==> src/rtl/encoder_16to4_serial.sv <==
// Captures a multi-hot 16-bit vector and streams the indices of its set bits,
// one per accepted handshake, in LSB-first or MSB-first order.
module encoder_16to4_serial #(
    parameter bit LSB_FIRST = 1'b1
) (
    input  logic        clk,
    input  logic        rst_n,
    input  logic        in_valid,
    output logic        in_ready,
    input  logic [15:0] in_vec,
    output logic        out_valid,
    input  logic        out_ready,
    output logic [3:0]  out_idx,
    output logic        out_last,
    output logic [4:0]  out_cnt,
    output logic        zero_err
);

    localparam int unsigned VEC_W = 16;
    localparam int unsigned IDX_W = 4;
    localparam int unsigned CNT_W = 5;

    typedef enum logic {
        IDLE = 1'b0,
        SCAN = 1'b1
    } state_t;

    state_t             state, state_n;
    logic [VEC_W-1:0]   pending, pending_n;
    logic [CNT_W-1:0]   cnt_n;
    logic               zero_err_n;
    logic               valid_n;
    logic [IDX_W-1:0]   idx_n;
    logic               last_n;

    function automatic logic [CNT_W-1:0] popcount(input logic [VEC_W-1:0] v);
        logic [CNT_W-1:0] c;
        c = '0;
        for (int i = 0; i < int'(VEC_W); i++) begin
            c = c + CNT_W'(v[i]);
        end
        return c;
    endfunction

    // Priority pick: the last assignment in scan order wins.
    function automatic logic [IDX_W-1:0] pick(input logic [VEC_W-1:0] v);
        logic [IDX_W-1:0] r;
        r = '0;
        for (int i = 0; i < int'(VEC_W); i++) begin
            if (LSB_FIRST) begin
                if (v[VEC_W-1-i]) r = IDX_W'(VEC_W-1-i);
            end else begin
                if (v[i]) r = IDX_W'(i);
            end
        end
        return r;
    endfunction

    // Next-state and next-output logic; outputs are precomputed from the next pending set.
    always_comb begin
        state_n    = state;
        pending_n  = pending;
        cnt_n      = out_cnt;
        zero_err_n = 1'b0;
        case (state)
            IDLE: begin
                if (in_valid) begin
                    if (in_vec != '0) begin
                        pending_n = in_vec;
                        cnt_n     = popcount(in_vec);
                        state_n   = SCAN;
                    end else begin
                        zero_err_n = 1'b1;
                    end
                end
            end
            SCAN: begin
                if (out_ready) begin
                    pending_n = pending & ~(VEC_W'(1) << out_idx);
                    if (out_last) state_n = IDLE;
                end
            end
            default: state_n = IDLE;
        endcase
        valid_n = (state_n == SCAN);
        idx_n   = valid_n ? pick(pending_n) : '0;
        last_n  = valid_n && (popcount(pending_n) == CNT_W'(1));
    end

    always_ff @(posedge clk or negedge rst_n) begin
        if (!rst_n) begin
            state     <= IDLE;
            pending   <= '0;
            in_ready  <= 1'b1;
            out_valid <= 1'b0;
            out_idx   <= '0;
            out_last  <= 1'b0;
            out_cnt   <= '0;
            zero_err  <= 1'b0;
        end else begin
            state     <= state_n;
            pending   <= pending_n;
            in_ready  <= (state_n == IDLE);
            out_valid <= valid_n;
            out_idx   <= idx_n;
            out_last  <= last_n;
            out_cnt   <= cnt_n;
            zero_err  <= zero_err_n;
        end
    end

endmodule
==> config.mk <==
export PLATFORM = sky130hd
export DESIGN_NAME = encoder_16to4_serial
export DESIGN_NICKNAME = d
export VERILOG_FILES = /design/src/rtl/encoder_16to4_serial.sv
export SDC_FILE = /design/constraint.sdc
export NUM_CORES = 1
export LEC_CHECK = 0
export CELL_PAD_IN_SITES_DETAIL_PLACEMENT = 0
export CELL_PAD_IN_SITES_GLOBAL_PLACEMENT = 1
export CORE_UTILIZATION = 47
export CTS_BUF_LIST = sky130_fd_sc_hd__clkbuf_8
export CTS_CLUSTER_DIAMETER = 100
export CTS_CLUSTER_SIZE = 30
export DETAILED_ROUTE_END_ITERATION = 12
export PLACE_DENSITY = 0.95
export SLEW_MARGIN = 20
export SYNTH_ARGS = -nofsm -noshare
export SYNTH_HDL_FRONTEND = slang
export SYNTH_SLANG_ARGS = --single-unit
==> constraint.sdc <==
create_clock -name clk -period 8.5 [get_ports clk]
set_input_delay 2.55 -clock clk [delete_from_list [all_inputs] [get_ports clk]]
set_output_delay 2.55 -clock clk [all_outputs]
set_load 0.03 [all_outputs]
==> results of run 1 <==
Yosys cell counts, types with 2 or more instances:
library cell	number	area [um2]
inv_1	38	143
fa_1	20	400
mux2_2	2	22.5
a31oi_1	2	12.5
xor2_1	2	17.5
mux2i_1	6	60.1
nand2_1	19	71.3
nand3_1	2	10.0
dfrtp_1	28	701
o21ai_0	17	85.1
or2_2	2	12.5
clkbuf_1	3	11.3
ha_1	11	138
o311ai_0	2	17.5
nor4_4	2	42.5
buf_6	3	33.8
nor2b_1	5	31.3
a21oi_1	5	25.0
nand2b_1	3	18.8
nand4b_1	2	17.5
nor2_1	11	41.3
nor3_1	5	25.0
nand4_1	2	12.5
area by class of cell:
cell class                 instances  area [um2]  share of cell area
multi-input combinational        146        1320               0.490
sequential                        29         727               0.270
tap                               52        65.1              0.0242
clock inverter                     1        3.75             0.00140
timing repair buffer              36         350               0.130
clock buffer                       6        82.6              0.0307
inverter                          38         143              0.0530
critical path, stage by stage:
cell             delay (ns)
clkdlybuf4s50_1        0.45
inv_1                  0.12
ha_1                   0.16
nor4b_4                0.23
a41o_1                 0.79
mux2_2                 0.42
inv_1                  0.13
fa_1                   0.44
inv_1                  0.08
fa_1                   0.43
fa_1                   0.51
inv_1                  0.05
fa_1                   0.43
ha_1                   0.23
fa_1                   0.45
nor4b_1                0.28
and3_1                 0.19
final timing paths:
| path | from | end | slack [ns] | cells after the start |
|---|---|---|---|---|
| max in group asynchronous | rst_n | in_ready | 5.52 | 2 |
| worst max-delay path | in_vec[0] | out_last | 0.78 | 17 |
| min in group asynchronous | rst_n | out_cnt[1] | 2.66 | 2 |
| worst min-delay path | out_cnt[1] | out_cnt[1] | 0.49 | 2 |
| worst min register to register | out_cnt[1] | out_cnt[1] | 0.49 | 2 |
| worst max register to register | state | out_last | 3.46 | 14 |
sequential cells by signal, indices dropped and copies added, names as in the netlist:
register / count
in_ready: 1
out_cnt: 5
out_idx: 4
out_last: 1
pending: 16
state: 1
zero_err: 1
logic make-up (layout without fill, tap and decap cells):
group	after synthesis	in the layout	share of synthesized area
xor+xnor	2	2	0.00785
buf+inv	44	81	0.0841
compound gates	44	44	0.137
flops	29	29	0.326
mux	8	8	0.0370
fa+ha+maj	31	31	0.241
simple gates	61	61	0.168
through the flow:
stage,hold WS [ns],util,cells
2_1_floorplan,0.561,-,219
3_3_place_gp,0.461,0.586,301
3_5_place_dp,0.480,0.586,301
4_1_cts,0.495,0.605,308
5_1_grt,0.538,0.605,308
6_report,0.490,0.605,308
metal layers:
metal	wire length, um	vias up	track usage
met5	0	-	0
met4	121	0	0.104
met3	261	9	0.0399
met2	2260	49	0.349
met1	2240	798	0.288
li1	-	814	-
cell usage in the layout (no fill, tap or decap), types with 3 or more instances in the layout:
master / synthesis / routed
nor2_1: 11 / 11
a21oi_1: 5 / 5
clkdlybuf4s50_1: 0 / 32
nor2b_1: 5 / 5
nor3_1: 5 / 5
nand2_1: 19 / 19
o21ai_0: 17 / 17
ha_1: 11 / 11
clkbuf_8: 0 / 6
nand2b_1: 3 / 3
dfrtp_1: 28 / 28
buf_4: 0 / 4
fa_1: 20 / 20
mux2i_1: 6 / 6
inv_1: 38 / 39
==> tab_implementation.tex, run 1 <==
\begin{tabular}{lr}
\hline
Metric & Value \\
\hline
\multicolumn{2}{l}{\textbf{Global route}} \\
Total grt overflow & 0 \\
Tot GR Track Use & 0.218 \\
Via count of the first global-routing pass & 1752 \\
Antenna violations before repair & 0 \\
Wire length of the first global-routing pass & 8180 um \\
Largest net degree at the start of global routing & 30 \\
\multicolumn{2}{l}{\textbf{STA}} \\
Max Fclk & 129 MHz \\
Final critical-path share of the clock period & 0.909 \\
Final-report setup violation count & 0 \\
Minimum clock period & 7.72 ns \\
Total Neg Setup Slack & 0 ns \\
Slew @ Worst Pin & 0.864 ns \\
Clock skew after layout & 0.00712 ns \\
Worst Setup Slack, final & 0.777 ns \\
Worst-case headroom to the max-slew limit & 0.424 \\
RSZ-0062 raised after global routing & no \\
Pins over their slew limit & 0 \\
Number of endpoints with negative hold slack in the final report & 0 \\
\multicolumn{2}{l}{\textbf{Clock tree}} \\
Clock-pin slew reported for the worst setup and hold paths after clock tree synthesis & 0.06 ns \\
CTS Hold Bufs & 0 \\
Setup Buffers After CTS & 0 \\
Cell at the root of the clock tree & clkbuf\_8 \\
Number of sinks on the clock net & 29 \\
CTS H-Tree Depth & 2 \\
TritonCTS clock tree & yes \\
TritonCTS Buffers & 5 \\
Maximum clock path buffer count & 2 \\
Gates resized, CTS repair & 0 \\
Source-to-sink clock delay at the later pin of the worst-skew pair & 0.28 ns \\
\multicolumn{2}{l}{\textbf{Synth}} \\
Top\_reg\_cell synth & dfrtp\_1 \\
Fraction of synthesis flops using an asynchronous set or reset pin & 1.00 \\
Number of enable flip-flop cells after synthesis & 0 \\
Netlist area before placement & 2230 um2 \\
Count of state elements after synthesis & 29 \\
Count of synthesis-stage warnings from yosys & 0 \\
Sequential fraction of the synthesis area & 0.326 \\
Average footprint of a synthesized cell & 10.2 um2 \\
Post-Synthesis Cells & 219 \\
Distinct cells, synth & 50 \\
Nets in the synthesized netlist & 270 \\
\multicolumn{2}{l}{\textbf{Floorplanning}} \\
DIE WIDTH & 70.9 um \\
Row count & 24 \\
Initial cell density of the core & 0.502 \\
Full die area & 5030 um2 \\
Core box area & 4440 um2 \\
Die height & 70.9 um \\
I/O Pins & 33 \\
\multicolumn{2}{l}{\textbf{Job}} \\
MaxCap Viol Count & 0 \\
\multicolumn{2}{l}{\textbf{Run status}} \\
Outcome & finished with violations \\
Failing checks & DRC \\
\multicolumn{2}{l}{\textbf{Setup path}} \\
Largest driver fanout on the critical path & 24 \\
Critical path capture point type & flip-flop \\
Class of the most critical setup path & in -> reg \\
Required time of the critical path & 8.71 ns \\
Category of the worst setup path launch point & input pin \\
Critical Path AT & 7.93 ns \\
\multicolumn{2}{l}{\textbf{Route}} \\
Detailed-route wire length per cell & 15.9 um \\
Wire length after detailed routing & 4880 um \\
Via count normalized by instance count & 5.42 \\
Via Count & 1670 \\
Detailed-routing iteration count for the pre-antenna-repair pass & 8 \\
Number of routed nets with antenna violations & 0 \\
DRC violations left & 8 \\
Detailed Route Iter0 Violations & 93 \\
\multicolumn{2}{l}{\textbf{Min path}} \\
Class of the tightest hold or removal check & reg -> reg \\
\multicolumn{2}{l}{\textbf{Place}} \\
Number of buffer cells added on primary ports & 32 \\
Routability congestion estimate & 0.837 \\
Cell Area, Placed & 2600 um2 \\
Worst setup timing slack at the placement stage & 0.535 ns \\
Half-perimeter wire length after detailed placement & 3960 um \\
\multicolumn{2}{l}{\textbf{Final layout}} \\
N\_diodes & 0 \\
Synthesis-to-finish area growth & 20.5\% \\
Share of cells above drive strength 1 & 0.0938 \\
Layout net count & 307 \\
Fill cells & 392 \\
Final instance area & 2690 um2 \\
\hline
\end{tabular}
Power of run 1 is not shown: default switching activity piles up to over one toggle a cycle in this logic, so the estimate is an artifact.
==> run 2, diff against run 1 <==
--- a/config.mk
+++ b/config.mk
@@ -13,7 +13,9 @@
 export CTS_CLUSTER_SIZE = 30
 export DETAILED_ROUTE_END_ITERATION = 12
 export PLACE_DENSITY = 0.95
+export RECOVER_POWER = 25
 export SLEW_MARGIN = 20
 export SYNTH_ARGS = -nofsm -noshare
 export SYNTH_HDL_FRONTEND = slang
 export SYNTH_SLANG_ARGS = --single-unit
+export TNS_END_PERCENT = 50
==> run 2 against run 1 <==
- critical endpoint unchanged
- final area is 0.14% lower
- highest routed layer unchanged
- non-clock buffer count stayed put
- global-route usage stayed put
- the flow finishes with violations (DRC, capacitance limit, slew limit)
- fmax hardly changed
- critical path type unchanged
==> tab_implementation.tex, run 2 (synthesis gave the netlist of run 1 again) <==
\begin{tabular}{lr}
\hline
Metric & Value \\
\hline
\multicolumn{2}{l}{\textbf{Final layout}} \\
Synthesis-to-finish area growth & 20.3\% \\
Commonest non-fill, non-tap cells in the layout & inv\_1 (39), clkdlybuf4s50\_1 (31), dfrtp\_1 (28) \\
Max FFs per register & 16 (unchanged) \\
Share of cells above drive strength 1 & 0.0898 (-0.00391) \\
Layout net count & 307 (unchanged) \\
N\_diodes & 0 (unchanged) \\
Register name with the most flops & pending \\
Most frequent standard cell in the layout excluding fill and tap cells & inv\_1 \\
Top flop regs & pending: 16 flops, out\_cnt: 5 flops, out\_idx: 4 flops \\
\multicolumn{2}{l}{\textbf{Setup path}} \\
Required time of the critical path & 8.71 ns (about the same) \\
R2r setup slk & 3.46 ns (about the same) \\
Worst r2r path cells & 14 (unchanged) \\
Largest driver fanout on the critical path & 24 (unchanged) \\
Worst R2R Start & state \\
Class of the most critical setup path & in -> reg \\
Critical Path AT & 7.93 ns (about the same) \\
Largest stage delay, worst path & 0.79 ns (about the same) \\
Critical Path, Cell by Cell & clkdlybuf4s50\_1, inv\_1, ha\_1, nor4b\_4, a41o\_1, mux2\_2, inv\_1, fa\_1, inv\_1, fa\_1, fa\_1, inv\_1, fa\_1, ha\_1, fa\_1, nor4b\_1, and3\_1 \\
Stages on worst setup path & 17 (unchanged) \\
Critical path capture point type & flip-flop \\
Slowest stage cell on the critical path & a41o\_1 \\
CP top delay family & adder cells \\
Cell seen most often among critical-path stages & fa\_1 \\
Category of the worst setup path launch point & input pin \\
Critical register-to-register path endpoint & out\_last \\
WP buf/inv & 5 (unchanged) \\
\multicolumn{2}{l}{\textbf{STA}} \\
Slew @ Worst Pin & 1.56 ns (+0.698 ns) \\
Worst-case headroom to the max-slew limit & -0.0412 (-0.465) \\
Total Neg Setup Slack & 0 ns (unchanged) \\
Number of endpoints with negative hold slack in the final report & 0 (unchanged) \\
Clock skew after layout & 0.00718 ns (+0.0000593 ns) \\
Minimum clock period & 7.72 ns (+0.00133 ns) \\
Pins over their slew limit & 30 (+30) \\
RSZ-0062 raised after global routing & no \\
Final-report setup violation count & 0 (unchanged) \\
Max Fclk & 129 MHz (about the same) \\
Final critical-path share of the clock period & 0.909 (about the same) \\
\multicolumn{2}{l}{\textbf{Route}} \\
Via Count & 1661 (-0.54\%) \\
Number of routed nets with antenna violations & 0 (unchanged) \\
DRC violations left & 8 (unchanged) \\
Via count normalized by instance count & 5.39 (-0.54\%) \\
Wire length after detailed routing & 4900 um (+0.29\%) \\
Detailed-route wire length per cell & 15.9 um (+0.29\%) \\
Detailed-routing iteration count for the pre-antenna-repair pass & 8 (unchanged) \\
Detailed Route Iter0 Violations & 92 (-1.1\%) \\
\multicolumn{2}{l}{\textbf{Floorplanning}} \\
Full die area & 5030 um2 (unchanged) \\
Core box area & 4440 um2 (unchanged) \\
Row count & 24 (unchanged) \\
Initial cell density of the core & 0.502 (unchanged) \\
Die height & 70.9 um (unchanged) \\
DIE WIDTH & 70.9 um (unchanged) \\
I/O Pins & 33 (unchanged) \\
\multicolumn{2}{l}{\textbf{Place}} \\
Routability congestion estimate & 0.837 (unchanged) \\
Half-perimeter wire length after detailed placement & 3960 um (unchanged) \\
Number of buffer cells added on primary ports & 32 (unchanged) \\
\multicolumn{2}{l}{\textbf{Job}} \\
MaxCap Viol Count & 1 (+1) \\
\multicolumn{2}{l}{\textbf{Run status}} \\
Failing checks & DRC, capacitance limit, slew limit \\
Outcome & finished with violations \\
\multicolumn{2}{l}{\textbf{Clock tree}} \\
TritonCTS clock tree & yes \\
Setup Buffers After CTS & 0 (unchanged) \\
Clock-pin slew reported for the worst setup and hold paths after clock tree synthesis & 0.06 ns (about the same) \\
Maximum clock path buffer count & 2 (unchanged) \\
CTS H-Tree Depth & 2 (unchanged) \\
Number of sinks on the clock net & 29 (unchanged) \\
Cell at the root of the clock tree & clkbuf\_8 \\
TritonCTS Buffers & 5 (unchanged) \\
Source-to-sink clock delay at the later pin of the worst-skew pair & 0.28 ns (about the same) \\
Gates resized, CTS repair & 0 (unchanged) \\
CTS Hold Bufs & 0 (unchanged) \\
\multicolumn{2}{l}{\textbf{Global route}} \\
Tot GR Track Use & 0.218 (unchanged) \\
Wire length of the first global-routing pass & 8180 um (unchanged) \\
Largest net degree at the start of global routing & 30 (unchanged) \\
Antenna violations before repair & 0 (unchanged) \\
Total grt overflow & 0 (unchanged) \\
Via count of the first global-routing pass & 1752 (unchanged) \\
\multicolumn{2}{l}{\textbf{Min path}} \\
Worst Hold Path EP & out\_cnt[1] \\
Critical hold path startpoint & out\_cnt[1] \\
Worst hold stages & 2 (unchanged) \\
Class of the tightest hold or removal check & reg -> reg \\
\hline
\end{tabular}
## run 2: worst max path at each step
| stage | startpoint | end | slack [ns] |
|---|---|---|---|
| 3_5_place_dp | in_vec[0] | out_last | 0.54 |
| 5_1_grt | in_vec[0] | out_last | 0.39 |
| 4_1_cts | in_vec[0] | out_last | 0.80 |
| 6_report | in_vec[0] | out_last | 0.78 |
| 3_3_place_gp | in_vec[0] | out_last | 0.62 |
| 2_1_floorplan | in_vec[0] | out_last | 1.64 |
## run 2: area by class of cell
type                       instances  area, um2
fill                             392       1760
multi-input combinational        146       1320
sequential                        29        727
timing repair buffer              36        347
inverter                          38        143
clock buffer                       6       82.6
tap                               52       65.1
clock inverter                     1       3.75
## run 2: through the flow
stage	instance area [um2]	hold WS (ns)	worst slack (ns)	std cells	util
finish	2690	0.490	0.776	308	0.604
global route	2690	0.538	0.386	308	0.604
CTS	2690	0.495	0.800	308	0.605
detailed placement	2600	0.480	0.535	301	0.586
global placement	2600	0.461	0.617	301	0.586
floorplan	2230	0.561	1.64	219	-
## run 2: layer usage
layer	up-vias	share of wire	track usage
met5	-	0	0
met4	0	0.025	0.104
met3	9	0.046	0.0399
met2	45	0.46	0.349
met1	794	0.47	0.288
li1	813	-	-
## run 2: tightest hold or removal path, cell delays in order, from the launching register on
cell	delay [ns]
dfrtp_1	0.35
nand2_1	0.05
o21ai_0	0.06
Power of run 2 is left out for the same reason.
